**config.mk**
```make
export PLATFORM = sky130hd
export DESIGN_NAME = sum_uart_rx
export DESIGN_NICKNAME = d
export VERILOG_FILES = /design/src/rtl/sum_uart_rx.sv
export SDC_FILE = /design/constraint.sdc
export NUM_CORES = 1
export LEC_CHECK = 0
export BUFFER_PORTS_ARGS = -buffer_cell sky130_fd_sc_hd__buf_4
export CORE_MARGIN = 2
export CORE_UTILIZATION = 49
export CTS_CLUSTER_DIAMETER = 30
export CTS_CLUSTER_SIZE = 16
export DETAILED_ROUTE_END_ITERATION = 10
export HOLD_SLACK_MARGIN = 0.08
export PLACE_DENSITY_LB_ADDON = 0.15
export SLEW_MARGIN = 20
export SYNTH_ARGS = -nofsm -noshare
export SYNTH_HDL_FRONTEND = slang
export SYNTH_SLANG_ARGS = --single-unit
export TNS_END_PERCENT = 20
```
**constraint.sdc**
```tcl
create_clock -name clk_i -period 2.1 [get_ports clk_i]
set_input_delay 0.42 -clock clk_i [delete_from_list [all_inputs] [get_ports clk_i]]
set_output_delay 0.42 -clock clk_i [all_outputs]
set_load 0.05 [all_outputs]
```
**src/rtl/sum_uart_rx.sv**
```systemverilog
// 8N1 UART receiver for the sum/latch transmitter: recovers each byte, exposes the 5-bit sum,
// and hands it off on a valid/ack handshake with overrun and framing-error reporting.
module sum_uart_rx #(
    parameter int unsigned CLKS_PER_BIT = 104
) (
    input  logic       clk_i,
    input  logic       rst_ni,
    input  logic       uart_rxd_i,
    input  logic       rx_ack_i,
    output logic [7:0] rx_data_o,
    output logic [4:0] rx_sum_o,
    output logic       rx_sum_ok_o,
    output logic       rx_valid_o,
    output logic       rx_overrun_o,
    output logic       rx_frame_err_o,
    output logic       rx_busy_o
);

    localparam int unsigned CntW = $clog2(CLKS_PER_BIT);
    localparam int unsigned Half = CLKS_PER_BIT / 2;
    localparam logic [CntW-1:0] HalfLast = CntW'(Half - 1);
    localparam logic [CntW-1:0] BitLast  = CntW'(CLKS_PER_BIT - 1);

    localparam logic [2:0] StIdle     = 3'd0;
    localparam logic [2:0] StStart    = 3'd1;
    localparam logic [2:0] StData     = 3'd2;
    localparam logic [2:0] StStop     = 3'd3;
    localparam logic [2:0] StWaitHigh = 3'd4;

    logic            sync1_q, sync2_q;
    logic            rxd_s;
    logic [2:0]      state_q, state_d;
    logic [CntW-1:0] cnt_q, cnt_d;
    logic [2:0]      idx_q, idx_d;
    logic [7:0]      shreg_q, shreg_d;
    logic [7:0]      data_q, data_d;
    logic            valid_q, valid_d;
    logic            ovr_q, ovr_d;
    logic            ferr_q, ferr_d;
    logic            byte_done;
    logic            ack_eff;

    assign rxd_s = sync2_q;

    always_comb begin
        state_d   = state_q;
        cnt_d     = cnt_q;
        idx_d     = idx_q;
        shreg_d   = shreg_q;
        ferr_d    = 1'b0;
        byte_done = 1'b0;

        case (state_q)
            StIdle: begin
                if (!rxd_s) begin
                    state_d = StStart;
                    cnt_d   = '0;
                end
            end
            StStart: begin
                // A high line at mid-start is a glitch, not a frame.
                if (cnt_q == HalfLast) begin
                    cnt_d   = '0;
                    idx_d   = '0;
                    state_d = rxd_s ? StIdle : StData;
                end else begin
                    cnt_d = cnt_q + CntW'(1);
                end
            end
            StData: begin
                if (cnt_q == BitLast) begin
                    cnt_d          = '0;
                    shreg_d[idx_q] = rxd_s;
                    if (idx_q == 3'd7) begin
                        state_d = StStop;
                    end else begin
                        idx_d = idx_q + 3'd1;
                    end
                end else begin
                    cnt_d = cnt_q + CntW'(1);
                end
            end
            StStop: begin
                if (cnt_q == BitLast) begin
                    cnt_d = '0;
                    if (rxd_s) begin
                        byte_done = 1'b1;
                        state_d   = StIdle;
                    end else begin
                        ferr_d  = 1'b1;
                        state_d = StWaitHigh;
                    end
                end else begin
                    cnt_d = cnt_q + CntW'(1);
                end
            end
            StWaitHigh: begin
                if (rxd_s) begin
                    state_d = StIdle;
                end
            end
            default: state_d = StIdle;
        endcase
    end

    // A completing byte always wins over an ack in the same cycle.
    always_comb begin
        ack_eff = rx_ack_i && valid_q;
        data_d  = data_q;
        valid_d = valid_q;
        ovr_d   = ovr_q;
        if (byte_done) begin
            data_d  = shreg_q;
            valid_d = 1'b1;
            if (ack_eff) begin
                ovr_d = 1'b0;
            end else if (valid_q) begin
                ovr_d = 1'b1;
            end
        end else if (ack_eff) begin
            valid_d = 1'b0;
            ovr_d   = 1'b0;
        end
    end

    always_ff @(posedge clk_i or negedge rst_ni) begin
        if (!rst_ni) begin
            sync1_q <= 1'b1;
            sync2_q <= 1'b1;
            state_q <= StIdle;
            cnt_q   <= '0;
            idx_q   <= '0;
            shreg_q <= '0;
            data_q  <= '0;
            valid_q <= 1'b0;
            ovr_q   <= 1'b0;
            ferr_q  <= 1'b0;
        end else begin
            sync1_q <= uart_rxd_i;
            sync2_q <= sync1_q;
            state_q <= state_d;
            cnt_q   <= cnt_d;
            idx_q   <= idx_d;
            shreg_q <= shreg_d;
            data_q  <= data_d;
            valid_q <= valid_d;
            ovr_q   <= ovr_d;
            ferr_q  <= ferr_d;
        end
    end

    assign rx_data_o      = data_q;
    assign rx_sum_o       = data_q[4:0];
    assign rx_sum_ok_o    = (data_q[7:5] == 3'b000);
    assign rx_valid_o     = valid_q;
    assign rx_overrun_o   = ovr_q;
    assign rx_frame_err_o = ferr_q;
    assign rx_busy_o      = (state_q != StIdle);

endmodule
```
==> impl_metrics.env, run 1 <==
export IMPL_finalWirelength_um=3090
export IMPL_holdPathStages=1
export IMPL_ios=22
export IMPL_grt_pass1_vias=1241
export IMPL_avgSynthCellArea_um2=11.0
export IMPL_post_route_min_period_ns=1.95
export IMPL_fin_util=0.590
export IMPL_dp_cells=215
export IMPL_r2r_start="cnt_q[0]$_DFFE_PN0P_"
export IMPL_drt_pass1_iterations=4
export IMPL_grt_max_degree=35
export IMPL_worst_slew_pin_slew_ns=0.535
export IMPL_crit_path_cell_trace="ha_1 > and4b_1 > nand4_4 > or2_1 > mux2_4"
export IMPL_final_hold_viol_count=0
export IMPL_grtUsageTotal=0.171
export IMPL_drt_iter0_markers=50
export IMPL_insertion_delay_ns=0.33
export IMPL_yosysWarnings=0
export IMPL_crit_required_ns=2.33
export IMPL_pre_cts_ws_ns=0.137
export IMPL_cts_sinks=34
export IMPL_status="completed"
export IMPL_hp_class="in2reg"
export IMPL_path_class="reg2reg"
export IMPL_row_count=21
export IMPL_fin_tns_setup_ns=0
export IMPL_power_density_nw_per_um2=575
export IMPL_grt_pass1_wl_um=5430
export IMPL_layout_cells_non_filler=224
export IMPL_ys_types=37
export IMPL_syn_inst=157
export IMPL_hold_slack_ns=0.192
export IMPL_syn_nets=164
export IMPL_synth_enable_flop_cells=0
export IMPL_die_area_um2=4030
export IMPL_fmax_mhz=513
export IMPL_crit_start="cnt_q[0]$_DFFE_PN0P_"
export IMPL_rsz0062_at_grt="no"
export IMPL_slowest_stage="or2_1"
export IMPL_r2r_end="rx_data_o[1]$_DFFE_PN0P_"
export IMPL_ant_nets=0
export IMPL_cts_tree="yes"
export IMPL_p_clk_frac=0.403
export IMPL_crit_family="simple AND/OR/NAND/NOR gates"
export IMPL_finalCritPeriodShare=0.927
export IMPL_cts_root_buf="clkbuf_4"
export IMPL_cp_arrival_ns=2.18
export IMPL_slew_violations=0
export IMPL_worstPathMaxFanout=9
export IMPL_combPwrFrac=0.018
export IMPL_ys_flop_type="dfrtp_1"
export IMPL_cts_reportedPaths_clkPinSlew_ns=0.10
export IMPL_ys_ff_latch=34
export IMPL_num_antenna_cells=0
export IMPL_whs_endpoint="sync1_q$_DFF_PN1_"
export IMPL_viasPerCell=5.52
export IMPL_drive_gt1_frac=0.270
export IMPL_cpPeakStageDelay_ns=0.45
export IMPL_finClkSkew_ns=0.00804
export IMPL_cap_viol_max_count=0
export IMPL_core_um2=3360
export IMPL_dpl_hpwl_um=2220
export IMPL_p_leak_uw=0.000944
export IMPL_worstRegToRegCells=5
export IMPL_yosysSeqAreaShare=0.493
export IMPL_intPower_uw=916
export IMPL_gr_total_overflow=0
export IMPL_wl_per_cell_um=13.8
export IMPL_worstSetupStartpointType="flop"
export IMPL_syn2layout_area_growth_pct=14.5
export IMPL_gp_congestion=0.885
export IMPL_setup_ws_ns=0.152
export IMPL_async_flop_share=1.00
export IMPL_path_buf_inv=0
export IMPL_p_seq_frac=0.580
export IMPL_grt_antenna_before_repair=0
export IMPL_slew_headroom=0.643
export IMPL_p_switching_uw=225
export IMPL_r2r_slack_ns=0.15
export IMPL_io_buffer_count=21
export IMPL_swShare=0.197
export IMPL_start_util=0.515
export IMPL_synthesis_area_um2=1730
export IMPL_holdCritStartpoint="uart_rxd_i"
export IMPL_vias=1236
export IMPL_die_h_um=63.4
export IMPL_critPathCaptureType="flop"
export IMPL_cts_inserted_buffers=5
export IMPL_fin_nets=184
export IMPL_fp_dieW_um=63.4
export IMPL_h_tree_depth=2
export IMPL_finalSetupViolCount=0
export IMPL_ir_drop_mv=0.370
export IMPL_cts_path_max_buffers=2
export IMPL_drc=0
## placed cells by master (no fill, tap or decap), types with 3 or more instances in the layout
cell      netlist  final
nor3_1          7      6
ha_1            3      3
buf_4           6     24
mux2_4          8      8
dfrtp_1        32     32
clkbuf_4        0      5
nor3b_1         3      3
nand2_1        11     11
a21oi_1         5      5
nor2_1          7      7
inv_1           6      6
o211ai_1        6      6
o21ai_0         4      4
nand3_1        11     11
or3_1           3      3
o21ai_1         5      5
mux2_1          8      8
## power groups by stage
stage | Combinational (uW) | Clock, uW | Sequential, uW
final | 20.0 | 459 | 662
after global routing | 23.5 | 505 | 662
after CTS | 21.3 | 473 | 662
after detailed placement | 19.9 | 0 | 675
after global placement | 19.6 | 0 | 675
after floorplan | 4.10 | 0 | 672
## registers in the layout, summed over array words and instances, names as in the netlist
signal and cells:
state_q 3, idx_q 3, rx_data_o 8, rx_valid_o 1
rxd_s 1, cnt_q 7, shreg_q 8, sync1_q 1
rx_frame_err_o 1, rx_overrun_o 1
## Yosys cell counts, drive strengths merged, types with 3 or more instances
library cell | count | share of area
a21oi | 7 | 0.025
buf | 8 | 0.035
clkbuf | 4 | 0.0087
dfrtp | 32 | 0.46
ha | 3 | 0.022
inv | 6 | 0.013
mux2 | 16 | 0.12
nand2 | 11 | 0.024
nand3 | 11 | 0.032
nand4 | 3 | 0.020
nor2 | 7 | 0.015
nor3 | 7 | 0.020
nor3b | 4 | 0.020
o211ai | 6 | 0.026
o21ai | 9 | 0.026
or3 | 3 | 0.011
## metal layers
metal	up-vias	global-route usage	share of wire
met5	-	0	0
li1	598	-	-
met3	2	0.0518	0.038
met4	0	0.0707	0.0061
met2	24	0.289	0.52
met1	612	0.201	0.43
## worst max-delay path by stage
stage                                          end  slack (ns)  depth (start not counted)
final                     rx_data_o[1]$_DFFE_PN0P_        0.15                          5
after floorplan           rx_data_o[0]$_DFFE_PN0P_        0.35                          7
after global placement    rx_data_o[4]$_DFFE_PN0P_        0.19                          5
after global routing          idx_q[0]$_DFFE_PN0P_        0.03                          5
after detailed placement  rx_data_o[1]$_DFFE_PN0P_        0.14                          5
after CTS                 rx_data_o[1]$_DFFE_PN0P_        0.12                          5
## stage by stage
stage | total power, uW | area [um^2]
after detailed placement | 695 | 1900
final | 1140 | 1980
after floorplan | 676 | 1740
after CTS | 1160 | 1980
after global placement | 694 | 1900
after global routing | 1190 | 1980
## what timing repair did
action | in CTS | in global routing
gates resized for setup | 0 | 0
setup buffers | 0 | 0
hold buffers | 1 | 0
endpoints found under the hold margin | 32 | 0
## cell type report
cell class | instances | area, um^2
fillers | 297 | 1380
flip-flops and latches | 34 | 853
multi-input cells | 105 | 785
repair buffers | 25 | 190
well taps | 46 | 57.6
clock buffers | 7 | 45.0
clock inverters | 1 | 30.0
inverters | 6 | 22.5
## logic make-up after synthesis
kind of cell | count (synthesis) | share of synthesized area
XOR/XNOR | 1 | 0.00506
buffers and inverters | 18 | 0.0571
flip-flops | 34 | 0.493
multiplexers | 18 | 0.133
adder cells (fa/ha/maj) | 3 | 0.0217
AO/OA/AOI/OAI | 28 | 0.106
AND/OR/NAND/NOR | 55 | 0.184
Power figures use the tool's default switching activity.
==> inputs of run 2 (changes only) <==
--- a/config.mk
+++ b/config.mk
@@ -13,5 +13,5 @@
 export DETAILED_ROUTE_END_ITERATION = 10
 export HOLD_SLACK_MARGIN = 0.08
-export PLACE_DENSITY_LB_ADDON = 0.15
+export PLACE_DENSITY = 0.74
 export SLEW_MARGIN = 20
 export SYNTH_ARGS = -nofsm -noshare
==> constraint.sdc (replaced) <==
create_clock -name clk_i -period 2.1 [get_ports clk_i]
set_input_delay 0.315 -clock clk_i [delete_from_list [all_inputs] [get_ports clk_i]]
set_output_delay 0.315 -clock clk_i [all_outputs]
set_load 0.05 [all_outputs]
==> run 2 against run 1 <==
Effect of this change:
- clock-buffer cell count stayed put
- worst hold slack worse by 0.038 ns
- largest cell class unchanged
- register-to-register slack hardly changed
- sequential share of layout area is 0.054 points higher
==> impl_metrics.env, run 2 (synthesis results as in run 1) <==
export IMPL_crit_start="cnt_q[0]$_DFFE_PN0P_"
export IMPL_fp_dieW_um=63.4
export IMPL_multi_input_area_um2=779
export IMPL_syn2layout_area_growth_pct=14.4
export IMPL_status="completed"
export IMPL_fmax_mhz=511
export IMPL_wl_per_cell_um=14.5
export IMPL_num_antenna_cells=0
export IMPL_holdCritStartpoint="rx_ack_i"
export IMPL_grt_pass1_vias=1240
export IMPL_drt_iter0_markers=59
export IMPL_finClkSkew_ns=0.00660
export IMPL_grt_antenna_before_repair=0
export IMPL_row_count=21
export IMPL_finalCritPeriodShare=0.932
export IMPL_critPathCaptureType="flop"
export IMPL_slew_headroom=0.679
export IMPL_fin_tns_setup_ns=0
export IMPL_start_util=0.515
export IMPL_combPwrFrac=0.020
export IMPL_r2r_end="rx_data_o[1]$_DFFE_PN0P_"
export IMPL_rsz0062_at_grt="no"
export IMPL_p_leak_uw=0.000948
export IMPL_worstSetupStartpointType="flop"
export IMPL_cts_path_max_buffers=2
export IMPL_p_clk_frac=0.356
export IMPL_vias=1244
export IMPL_h_tree_depth=2
export IMPL_grtUsageTotal=0.188
export IMPL_slew_violations=0
export IMPL_ios=22
export IMPL_final_hold_viol_count=0
export IMPL_core_um2=3360
export IMPL_grt_max_degree=35
export IMPL_hp_class="in2reg"
export IMPL_path_class="reg2reg"
export IMPL_cp_arrival_ns=2.19
export IMPL_cts_root_buf="clkbuf_4"
export IMPL_drc=0
export IMPL_io_buffer_count=21
export IMPL_swShare=0.220
export IMPL_insertion_delay_ns=0.34
export IMPL_die_area_um2=4030
export IMPL_gr_total_overflow=0
export IMPL_gp_congestion=0.838
export IMPL_final_cell_mix="32 x dfrtp_1, 25 x buf_4, 11 x nand3_1, 11 x nand2_1"
export IMPL_dpl_hpwl_um=2400
export IMPL_finalWirelength_um=3270
export IMPL_crit_required_ns=2.33
export IMPL_p_switching_uw=234
export IMPL_drive_gt1_frac=0.278
export IMPL_finalSetupViolCount=0
export IMPL_p_seq_frac=0.624
export IMPL_intPower_uw=827
export IMPL_cts_tree="yes"
export IMPL_r2r_start="cnt_q[0]$_DFFE_PN0P_"
export IMPL_r2r_slack_ns=0.14
export IMPL_worstRegToRegCells=5
export IMPL_cts_reportedPaths_clkPinSlew_ns=0.10
export IMPL_worst_slew_pin_slew_ns=0.480
export IMPL_ir_drop_mv=0.310
export IMPL_power_density_nw_per_um2=536
export IMPL_fill_cells=301
export IMPL_cts_sinks=34
export IMPL_cts_inserted_buffers=5
export IMPL_layout_commonest_cell="dfrtp_1"
export IMPL_die_h_um=63.4
export IMPL_worstPathMaxFanout=9
export IMPL_post_route_min_period_ns=1.96
export IMPL_grt_pass1_wl_um=5780
export IMPL_cp_endpoint="rx_data_o[1]$_DFFE_PN0P_"
export IMPL_cap_viol_max_count=0
export IMPL_ant_nets=0
export IMPL_cts_post_setup_buffers_inserted=0
export IMPL_viasPerCell=5.50
export IMPL_fin_total_pwr_uw=1060
export IMPL_fin_nets=186
export IMPL_seqCellArea_um2=853
export IMPL_drt_pass1_iterations=4
run 2: worst max-delay path, cell delays in order, from the launching register on:
cell and delay (ns):
dfrtp_1 0.41, ha_1 0.21, and4b_1 0.32, nand4_4 0.14, or2_2 0.44, mux2_4 0.33
run 2: area by class of cell:
class | count | share of cell area
Tap cell | 46 | 0.0291
Sequential cell | 34 | 0.431
Inverter | 6 | 0.0114
Multi-Input combinational cell | 105 | 0.394
Clock buffer | 7 | 0.0278
Timing Repair Buffer | 27 | 0.105
Clock inverter | 1 | 0.00253
run 2: worst min path at each step:
| stage | to | slack, ns | cells after the start |
|---|---|---|---|
| after floorplan | cnt_q[0]$_DFFE_PN0P_ | 0.02 | 0 |
| after global placement | state_q[2]$_DFFE_PN0P_ | 0.28 | 1 |
| after detailed placement | rx_overrun_o$_DFFE_PN0P_ | 0.29 | 1 |
| after CTS | rx_overrun_o$_DFFE_PN0P_ | 0.15 | 2 |
| after global routing | rx_overrun_o$_DFFE_PN0P_ | 0.14 | 2 |
| final | rx_overrun_o$_DFFE_PN0P_ | 0.15 | 2 |
run 2: layer usage:
layer | part of all wire | track usage | vias up
li1 | - | - | 605
met1 | 0.43 | 0.225 | 609
met2 | 0.51 | 0.314 | 24
met3 | 0.048 | 0.0643 | 6
met4 | 0.017 | 0.0679 | 0
met5 | 0 | 0 | -
run 2: power by group through the flow:
stage	clock network [uW]	registers (uW)	logic (uW)
after CTS	387	662	22.7
after detailed placement	0	675	20.0
after floorplan	0	672	4.10
after global routing	424	663	24.8
final	378	662	21.4
after global placement	0	674	19.3
run 2: timing repair:
item / in CTS / in global routing
hold endpoints to repair: 33 / 0
setup endpoints to repair: 0 / 2
hold buffers: 2 / 0
resized for setup: 0 / 1
run 2: through the flow:
step	cell area [um^2]	std cells	utilization	hold WS, ns	setup WS [ns]
floorplan	1730	157	-	0.0194	0.0628
global placement	1900	216	0.565	0.277	0.208
detailed placement	1900	216	0.565	0.287	0.127
CTS	1980	226	0.589	0.153	0.104
global route	1980	226	0.589	0.137	0.0380
finish	1980	226	0.589	0.154	0.142
